### src/rtl/serial_tx.sv
// Serial frame transmitter: start bit, WIDTH data bits LSB first, stop bit, each held CLKS_PER_BIT clocks.
// Define SERIAL_TX_PARITY_EN to insert an even-parity bit between the last data bit and the stop bit.
module serial_tx #(
    parameter int unsigned WIDTH        = 8,
    parameter int unsigned CLKS_PER_BIT = 4
) (
    input  logic             clk,
    input  logic             reset,
    input  logic [WIDTH-1:0] data_in,
    input  logic             load_valid,
    output logic             load_ready,
    output logic             q,
    output logic             busy,
    output logic             done
);

    localparam int unsigned CNT_W = (CLKS_PER_BIT > 1) ? $clog2(CLKS_PER_BIT) : 1;
    localparam int unsigned IDX_W = $clog2(WIDTH) + 1;
    localparam logic [CNT_W-1:0] CNT_LAST = CNT_W'(CLKS_PER_BIT - 1);
    localparam logic [IDX_W-1:0] IDX_LAST = IDX_W'(WIDTH - 1);

    localparam logic [2:0] StIdle   = 3'd0;
    localparam logic [2:0] StStart  = 3'd1;
    localparam logic [2:0] StData   = 3'd2;
`ifdef SERIAL_TX_PARITY_EN
    localparam logic [2:0] StParity = 3'd3;
`endif
    localparam logic [2:0] StStop   = 3'd4;

    logic [2:0]       state_q, state_d;
    logic [CNT_W-1:0] cnt_q, cnt_d;
    logic [IDX_W-1:0] idx_q, idx_d;
    logic [WIDTH-1:0] shift_q, shift_d;
    logic             q_q, q_d;
    logic             busy_q, busy_d;
    logic             done_q, done_d;
    logic             ready_q, ready_d;
    logic             bit_end;
`ifdef SERIAL_TX_PARITY_EN
    logic             parity_q, parity_d;
`endif

    assign bit_end = (cnt_q == CNT_LAST);

    always_comb begin
        state_d = state_q;
        cnt_d   = cnt_q;
        idx_d   = idx_q;
        shift_d = shift_q;
`ifdef SERIAL_TX_PARITY_EN
        parity_d = parity_q;
`endif
        if (state_q != StIdle) begin
            cnt_d = bit_end ? '0 : cnt_q + 1'b1;
        end
        case (state_q)
            StIdle: begin
                // load_ready is registered as (state == IDLE), so valid alone completes the handshake
                if (load_valid) begin
                    state_d = StStart;
                    shift_d = data_in;
                    idx_d   = '0;
                    cnt_d   = '0;
`ifdef SERIAL_TX_PARITY_EN
                    parity_d = ^data_in;
`endif
                end
            end
            StStart: begin
                if (bit_end) state_d = StData;
            end
            StData: begin
                if (bit_end) begin
                    shift_d = shift_q >> 1;
                    idx_d   = idx_q + 1'b1;
                    if (idx_q == IDX_LAST) begin
`ifdef SERIAL_TX_PARITY_EN
                        state_d = StParity;
`else
                        state_d = StStop;
`endif
                    end
                end
            end
`ifdef SERIAL_TX_PARITY_EN
            StParity: begin
                if (bit_end) state_d = StStop;
            end
`endif
            StStop: begin
                if (bit_end) state_d = StIdle;
            end
            default: state_d = StIdle;
        endcase
    end

    // Outputs are computed from next state so that every output is a plain flop.
    always_comb begin
        case (state_d)
            StStart:  q_d = 1'b0;
            StData:   q_d = shift_d[0];
`ifdef SERIAL_TX_PARITY_EN
            StParity: q_d = parity_d;
`endif
            default:  q_d = 1'b1;
        endcase
        busy_d  = (state_d != StIdle);
        ready_d = (state_d == StIdle);
        done_d  = (state_d == StStop) && (cnt_d == CNT_LAST);
    end

    always_ff @(posedge clk) begin
        if (reset) begin
            state_q <= StIdle;
            cnt_q   <= '0;
            idx_q   <= '0;
            shift_q <= '0;
            q_q     <= 1'b1;
            busy_q  <= 1'b0;
            done_q  <= 1'b0;
            ready_q <= 1'b1;
`ifdef SERIAL_TX_PARITY_EN
            parity_q <= 1'b0;
`endif
        end else begin
            state_q <= state_d;
            cnt_q   <= cnt_d;
            idx_q   <= idx_d;
            shift_q <= shift_d;
            q_q     <= q_d;
            busy_q  <= busy_d;
            done_q  <= done_d;
            ready_q <= ready_d;
`ifdef SERIAL_TX_PARITY_EN
            parity_q <= parity_d;
`endif
        end
    end

    assign q          = q_q;
    assign busy       = busy_q;
    assign done       = done_q;
    assign load_ready = ready_q;

endmodule
### config.mk
export PLATFORM = sky130hd
export DESIGN_NAME = serial_tx
export DESIGN_NICKNAME = d
export VERILOG_FILES = /design/src/rtl/serial_tx.sv
export SDC_FILE = /design/constraint.sdc
export NUM_CORES = 1
export LEC_CHECK = 0
export CORE_MARGIN = 5
export CORE_UTILIZATION = 56
export CTS_BUF_LIST = sky130_fd_sc_hd__clkbuf_16
export DETAILED_ROUTE_END_ITERATION = 10
export GPL_ROUTABILITY_DRIVEN = 0
export PLACE_DENSITY = 0.82
export SYNTH_ARGS = -nofsm -noshare
export SYNTH_HDL_FRONTEND = slang
export SYNTH_SLANG_ARGS = --single-unit
### constraint.sdc
create_clock -name clk -period 3.9 [get_ports clk]
set_clock_uncertainty 0.15 [all_clocks]
set_input_delay 0.78 -clock clk [delete_from_list [all_inputs] [get_ports clk]]
set_output_delay 0.78 -clock clk [all_outputs]
set_load 0.1 [all_outputs]
# After elaboration in Yosys (flattened, before gate mapping)
# Index checks and enable logic that the tools add are counted.
[totals] input_bits=11 romBits=0 memories=0 ff_bits=21 latchBits=0 ramBits=0 output_inout_bits=4
[op_classes] muxes=17 order_cmp=0 n_mul=0 add_sub_neg=2 bitwise=0 n_reduce_logical=7 div=0 n_eq_ne=11 n_shift=0
[op_table] cell="8-bit two-way mux" count=2
[op_table] cell="8-bit case mux with 2 select lines" count=1
[op_table] cell="3-bit two-way mux" count=5
[op_table] cell="3-bit case mux with 4 select lines" count=1
[op_table] cell="2-bit two-way mux" count=4
[op_table] cell="4-bit two-way mux" count=2
[op_table] cell="4-bit case mux with 2 select lines" count=1
[op_table] cell="3-bit by 1-bit equality test with 1-bit output, second input constant" count=2
[op_table] cell="3-bit by 2-bit equality test with 1-bit output, second input constant" count=2
[op_table] cell="3-bit equality test, second input constant" count=2
[op_table] cell="3-bit logical NOT" count=2
[op_table] cell="3-bit nonzero test" count=2
[op_table] cell="4-bit by 1-bit adder with 4-bit output, second input constant" count=1
[op_table] cell="2-bit equality test, second input constant" count=2
[op_table] cell="4-bit by 3-bit equality test with 1-bit output, second input constant" count=1
[op_table] cell="2-bit inequality test, second input constant" count=2
[op_table] cell="3-bit AND reduction" count=1
[op_table] cell="2-bit by 1-bit adder with 2-bit output, second input constant" count=1
[op_table] cell="1-bit case mux with 2 select lines" count=1
[op_table] cell="2-bit nonzero test" count=1
[op_table] cell="1-bit logical AND" count=1

# Longest topological paths before layout
# Gate-level depths: netlist of the first run.
[logic_depth] depth_word=7 mapped_depth=5 mapped_depth_nobuf=4

# Worst setup path before layout of the first run
# No wires, ideal clock.
[synth_timing] path_kind="input-to-reg" start="input port reset" end="register q_q (netlist: q)" setup_ns=0.137 arrival_ns=1.579 slack_ns=2.034 cell_stages=4 n_path_buf=1 required_ns=3.613 cell_sequence="buf_2 nor4b_1 o2bb2ai_4 a31oi_1"
[synth_lines] item="start, declared" line="8" rtl="input logic reset,"
[synth_lines] item="end signal, assigned" line="130" rtl="q_q <= q_d;"
[synth_lines] item="end, declared" line="34" rtl="logic q_q, q_d;"

# Final worst setup path of the first run
[layout_timing] start="register q_q (netlist: q)" end="output port q"
[layout_lines] item="end, declared" line="12" rtl="output logic q,"
# No word-level cell between the ends.

==> flow_summary_export.csv, run 1 <==
group,metric,value,unit
outcome,status,"finished clean",
clock_network,clkTransAtPathRegs,0.06,ns
timing,setup_tns,0,ns
placed_design,dpl.hpwl,1370,um
synthesis,yosysWarnings,0,
synthesis,synth.net_count,117,
worst_setup_path,cp_max_fo,1,
worst_setup_path,cp_slowest_cell,"clkdlybuf4s50_1",
worst_setup_path,cp-start-kind,"flip-flop",
floorplanning,coreArea,1750,um^2
synthesis,ys_seq_elements,21,
floorplanning,rows,15,
clock_network,cts_tree,"done",
global_routing,overflow,0,
placed_design,port_buffers,14,
clock_network,cts-root-buf,"clkbuf_16",
clock_network,clock_latency,0.25,ns
routing,wire_per_inst,15.2,um
timing,rsz0062_at_grt,"no",
floorplanning,dieArea,2800,um^2
clock_network,hold_buffers,0,
routing,drtIter0Drc,27,
power_and_ir_drop,p_per_area,420,nW/um^2
worst_setup_path,crit_type,"reg -> out",
synthesis,dominantRegCellSynth,"dfxtp_1",
global_routing,antenna_found_initial,0,
placed_design,dpl_cell_area,1140,um^2
final_layout,nNetsFinal,128,
worst_setup_path,required,2.97,ns
final_layout,layout_common_cells,"dfxtp_1 (21), a21oi_1 (14), clkdlybuf4s50_1 (14)",
synthesis,synth_area_leaders,"dfxtp_1 (41%), a21oi_1 (6.8%), nand3_1 (5.3%)",
floorplanning,start_util,0.591,
worst_setup_path,cp_slowest_stage_delay,1.12,ns
worst_setup_path,crit_path_cell_trace,"clkdlybuf4s50_1",
final_layout,final_common_cell,"dfxtp_1",
worst_setup_path,cp_top_family,"buffers and inverters",
synthesis,synthCells,104,
final_layout,fin_area,1220,um^2
routing,wl,2120,um
clock_network,cts.repair.resized,0,
timing,setup_viol,0,
timing,relSlewSlack,0.354,
timing,fmax,382,MHz
routing,vias,829,
timing,slew_violations,0,
global_routing,grt_pass1_vias,806,
floorplanning,die_w,52.9,um
clock_network,cts.sinks,21,
power_and_ir_drop,irDropWorstVdd,297,uV
worst_setup_path,cp_num_buf_inv,1,
final_layout,syn2layout_area_growth,18.2,%
timing,period_needed,2.62,ns
final_layout,finish.utilization,0.698,
routing,drc,0,
synthesis,synth.avg_cell_area,9.91,um^2
floorplanning,die_y,52.9,um
synthesis,synth-edff-count,0,
timing,hold_violations,0,
synthesis,async_reset_ff_frac,0,
worst_setup_path,arrival,1.69,ns
flow_run,drv_cap,0,
final_layout,num_antenna_cells,0,
synthesis,netlist_area,1030,um^2
floorplanning,io_pins,15,
synthesis,yosysTopAreaCell,"dfxtp_1",
clock_network,clk_path_buf_depth,2,
final_layout,final_layout_size_suffix_gt1_frac,0.123,
global_routing,grt_usage,0.180,
global_routing,grt_pass1_wl,3680,um
routing,drtPass1Iterations,4,
clock_network,post-cts-setup-buffer-count,0,
worst_setup_path,worstSetupEndpointType,"output port",
synthesis,yosysSeqAreaShare,0.408,
clock_network,htree_levels,1,
synthesis,yosysTopAreaCellShare,0.408,
power_and_ir_drop,p_leak,0.435,nW
routing,vias_per_cell,5.96,
final_layout,n_fill_cell,123,
clock_network,cts_buffers,3,
timing,final.period_utilization,0.671,
routing,ant_nets,0,
timing,worst_slew_pin_slew,0.966,ns
global_routing,grt_max_degree,21,
min_path,min_path_type,"reg -> reg",
synthesis,synth_cell_types,36,
-- layout make-up --
type,instances,area (um^2),area share
Clock inverter,1,5.00,0.00411
Inverter,1,3.75,0.00308
Sequential cell,21,420,0.345
Timing Repair Buffer,14,140,0.115
Multi-Input combinational cell,74,543,0.446
Tap cell,25,31.3,0.0257
Clock buffer,3,75.1,0.0616
-- routing by layer --
metal  wire length (um)  track usage
met2               1100        0.310
met3                107       0.0479
met1                880        0.214
met4                 28       0.0638
met5                  0            0
-- power breakdown --
| group | internal [W] | leakage (nW) | switching, W | total [W] |
|---|---|---|---|---|
| combinational | 0.0000272 | 0.223 | 0.0000389 | 0.0000661 |
| clock | 0.000138 | 0.0409 | 0.0000748 | 0.000212 |
| sequential | 0.000225 | 0.172 | 0.00000869 | 0.000233 |
| total | 0.000389 | 0.435 | 0.000122 | 0.000512 |
-- kinds of logic (layout without fill, tap and decap cells) --
logic type / after synthesis / after routing / synth area share
mux: 2 / 2 / 0.0194
flops: 21 / 21 / 0.408
compound gates: 31 / 31 / 0.208
fa+ha+maj: 2 / 2 / 0.0243
simple gates: 39 / 39 / 0.275
buf+inv: 9 / 19 / 0.0655
-- through the flow --
| step | instances | setup slack [ns] | hold slack (ns) | total power, W |
|---|---|---|---|---|
| after floorplan | 104 | 2.03 | 0.298 | 0.000284 |
| after global placement | 135 | 1.20 | 0.304 | 0.000301 |
| after detailed placement | 135 | 1.19 | 0.309 | 0.000303 |
| after CTS | 139 | 1.28 | 0.317 | 0.000513 |
| after global routing | 139 | 1.25 | 0.332 | 0.000532 |
| final | 139 | 1.28 | 0.319 | 0.000512 |
-- cells in the mapped netlist, types with 2 or more instances --
library cell	count
a22oi_1	6
or3_1	2
nor2_1	6
buf_6	4
nor4b_1	2
dfxtp_1	21
o21ai_0	4
nor2b_1	3
a21oi_1	14
buf_2	3
nand2b_1	2
mux2i_1	2
nand3_1	11
ha_1	2
-- state kept, by name, summed over array words and instances, names as in the netlist --
signal      count
idx_q           4
q               1
cnt_q           2
shift_q         8
load_ready      1
done            1
state_q         3
busy            1
-- final timing paths --
path / startpoint / endpoint / slack (ns) / depth (start not counted)
worst min-delay path: shift_q[4] / shift_q[4] / 0.32 / 2
worst min register to register: shift_q[4] / shift_q[4] / 0.32 / 2
worst max-delay path: q / q / 1.28 / 1
worst max register to register: state_q[0] / q / 1.86 / 3
Note: power is estimated with default switching activity, not from simulation.
==> run 2, diff against run 1 <==
--- a/config.mk
+++ b/config.mk
@@ -6,11 +6,11 @@
 export NUM_CORES = 1
 export LEC_CHECK = 0
 export CORE_MARGIN = 5
-export CORE_UTILIZATION = 56
+export CORE_UTILIZATION = 47
 export CTS_BUF_LIST = sky130_fd_sc_hd__clkbuf_16
 export DETAILED_ROUTE_END_ITERATION = 10
 export GPL_ROUTABILITY_DRIVEN = 0
-export PLACE_DENSITY = 0.82
+export PLACE_DENSITY = 0.73
 export SYNTH_ARGS = -nofsm -noshare
 export SYNTH_HDL_FRONTEND = slang
 export SYNTH_SLANG_ARGS = --single-unit
==> constraint.sdc (replaced) <==
create_clock -name clk -period 2.1 [get_ports clk]
set_clock_uncertainty 0.15 [all_clocks]
set_input_delay 0.42 -clock clk [delete_from_list [all_inputs] [get_ports clk]]
set_output_delay 0.42 -clock clk [all_outputs]
set_load 0.1 [all_outputs]
==> run 2 against run 1 <==
Effect of this change: sequential cell count unchanged; non-clock buffer count increased by 6; utilization is 11 points lower; final cell count is 6.5% higher; die area up 15%; combinational power is 100% higher; critical endpoint is now idx_q[3]; clock-buffer cell count is the same; wire length down 1.9%; critical path depth increased by 3; global-route usage shrank 3.5 points; largest cell class unchanged; register-to-register slack worse by 1.6 ns; worst setup slack lost 1.0 ns.
==> flow_summary_export.csv, run 2 (synthesis gave the netlist of run 1 again) <==
group,metric,value,unit
floorplanning,rows,17,
worst_setup_path,r2r_start,"cnt_q[0]",
worst_setup_path,crit_start,"cnt_q[0]",
timing,slew_violations,0,
final_layout,n_fill_cell,201,
min_path,hold_start,"shift_q[4]",
routing,wire_per_inst,14.0,um
clock_network,clkTransAtPathRegs,0.06,ns
floorplanning,dieArea,3230,um^2
clock_network,cts.sinks,21,
timing,hold_violations,0,
final_layout,syn2layout_area_growth,21.8,%
timing,fmax,542,MHz
routing,drtPass1Iterations,4,
global_routing,grt_usage,0.145,
timing,relSlewSlack,0.615,
clock_network,post-cts-setup-buffer-count,0,
power_and_ir_drop,p_leak,0.470,nW
final_layout,largest_reg_flops,8,
worst_setup_path,arrival,1.88,ns
worst_setup_path,worstSetupEndpointType,"flip-flop",
routing,wl,2080,um
clock_network,cts-root-buf,"clkbuf_16",
global_routing,grt_pass1_vias,857,
clock_network,cts_tree,"done",
routing,ant_nets,0,
worst_setup_path,crit_type,"reg -> reg",
placed_design,dpl.hpwl,1490,um
floorplanning,start_util,0.480,
routing,vias_per_cell,5.75,
clock_network,clk_path_buf_depth,2,
clock_network,hold_buffers,0,
timing,final.period_utilization,0.878,
floorplanning,die_y,56.8,um
floorplanning,die_w,56.8,um
routing,vias,851,
timing,setup_tns,0,ns
clock_network,cts.repair.resized,0,
final_layout,final_common_cell,"dfxtp_1",
timing,rsz0062_at_grt,"no",
floorplanning,io_pins,15,
timing,setup_viol,0,
final_layout,reg_top3,"shift_q: 8 flops, idx_q: 4 flops, state_q: 3 flops",
worst_setup_path,cp_max_fo,13,
final_layout,finish.utilization,0.585,
clock_network,htree_levels,1,
global_routing,grt_max_degree,15,
worst_setup_path,required,2.14,ns
timing,worst_slew_pin_slew,0.569,ns
final_layout,layout_common_cells,"dfxtp_1 (21), a21oi_1 (14), nand3_1 (11)",
global_routing,grt_pass1_wl,3640,um
worst_setup_path,cp-start-kind,"flip-flop",
min_path,min_path_type,"reg -> reg",
routing,drtIter0Drc,12,
power_and_ir_drop,irDropWorstVdd,607,uV
flow_run,drv_cap,0,
global_routing,overflow,0,
final_layout,nNetsFinal,134,
final_layout,registers.top_by_ff_count,"shift_q",
global_routing,antenna_found_initial,0,
routing,drc,0,
power_and_ir_drop,p_per_area,764,nW/um^2
final_layout,num_antenna_cells,0,
clock_network,cts_buffers,3,
final_layout,final_layout_size_suffix_gt1_frac,0.192,
floorplanning,coreArea,2150,um^2
clock_network,clock_latency,0.25,ns
timing,period_needed,1.84,ns
placed_design,port_buffers,14,
outcome,status,"finished clean",
-- run 2: cell count changes in the layout (fill, tap and decap cells not counted), sizes merged --
| cell | previous run | this run |
|---|---|---|
| buf | 0 | 10 |
| clkdlybuf4s50 | 14 | 10 |
| clkinv | 1 | 0 |
| inv | 1 | 2 |
-- run 2: path summary, 6_finish.rpt --
kind | cells past startpoint | slack [ns] | endpoint
max | 4 | 0.26 | idx_q[3]
min | 2 | 0.32 | shift_q[4]
max reg2reg | 4 | 0.26 | idx_q[3]
min reg2reg | 2 | 0.32 | shift_q[4]
-- run 2: per-stage QoR --
step                area (um^2)  instances  setup slack [ns]  power, W  hold WS, ns
floorplan                  1030        104             0.551  0.000527        0.298
global placement           1180        144            0.0179  0.000569        0.309
detailed placement         1180        144          -0.00566  0.000573        0.316
CTS                        1260        148             0.262  0.000972        0.327
global route               1260        148             0.113  0.000997        0.340
finish                     1260        148             0.256  0.000960        0.324
-- run 2: per-layer routing --
layer  vias up  track usage  wire length, um
met4         0       0.0795               48
met3         5       0.0276               66
met1       412        0.166              895
met2        13        0.251             1070
met5         -            0                0
li1        421            -                -
-- run 2: power breakdown --
group / leakage [nW] / switching [W] / internal [W]
combinational: 0.256 / 0.0000770 / 0.0000577
clock: 0.0423 / 0.000143 / 0.000254
sequential: 0.172 / 0.0000125 / 0.000417
-- run 2: layout make-up --
cell class | count | area [um^2] | share of cell area
multi-input cells | 74 | 543 | 0.432
flip-flops and latches | 21 | 420 | 0.335
repair buffers | 20 | 175 | 0.139
clock buffers | 3 | 75.1 | 0.0598
well taps | 28 | 35.0 | 0.0279
clock inverters | 1 | 3.75 | 0.00299
inverters | 1 | 3.75 | 0.00299
-- run 2: critical path, cell delays in order, from the launching register on --
cell and delay (ns):
dfxtp_1 0.35, ha_1 0.34, nand4bb_2 0.35, or3_1 0.45
a21oi_1 0.14
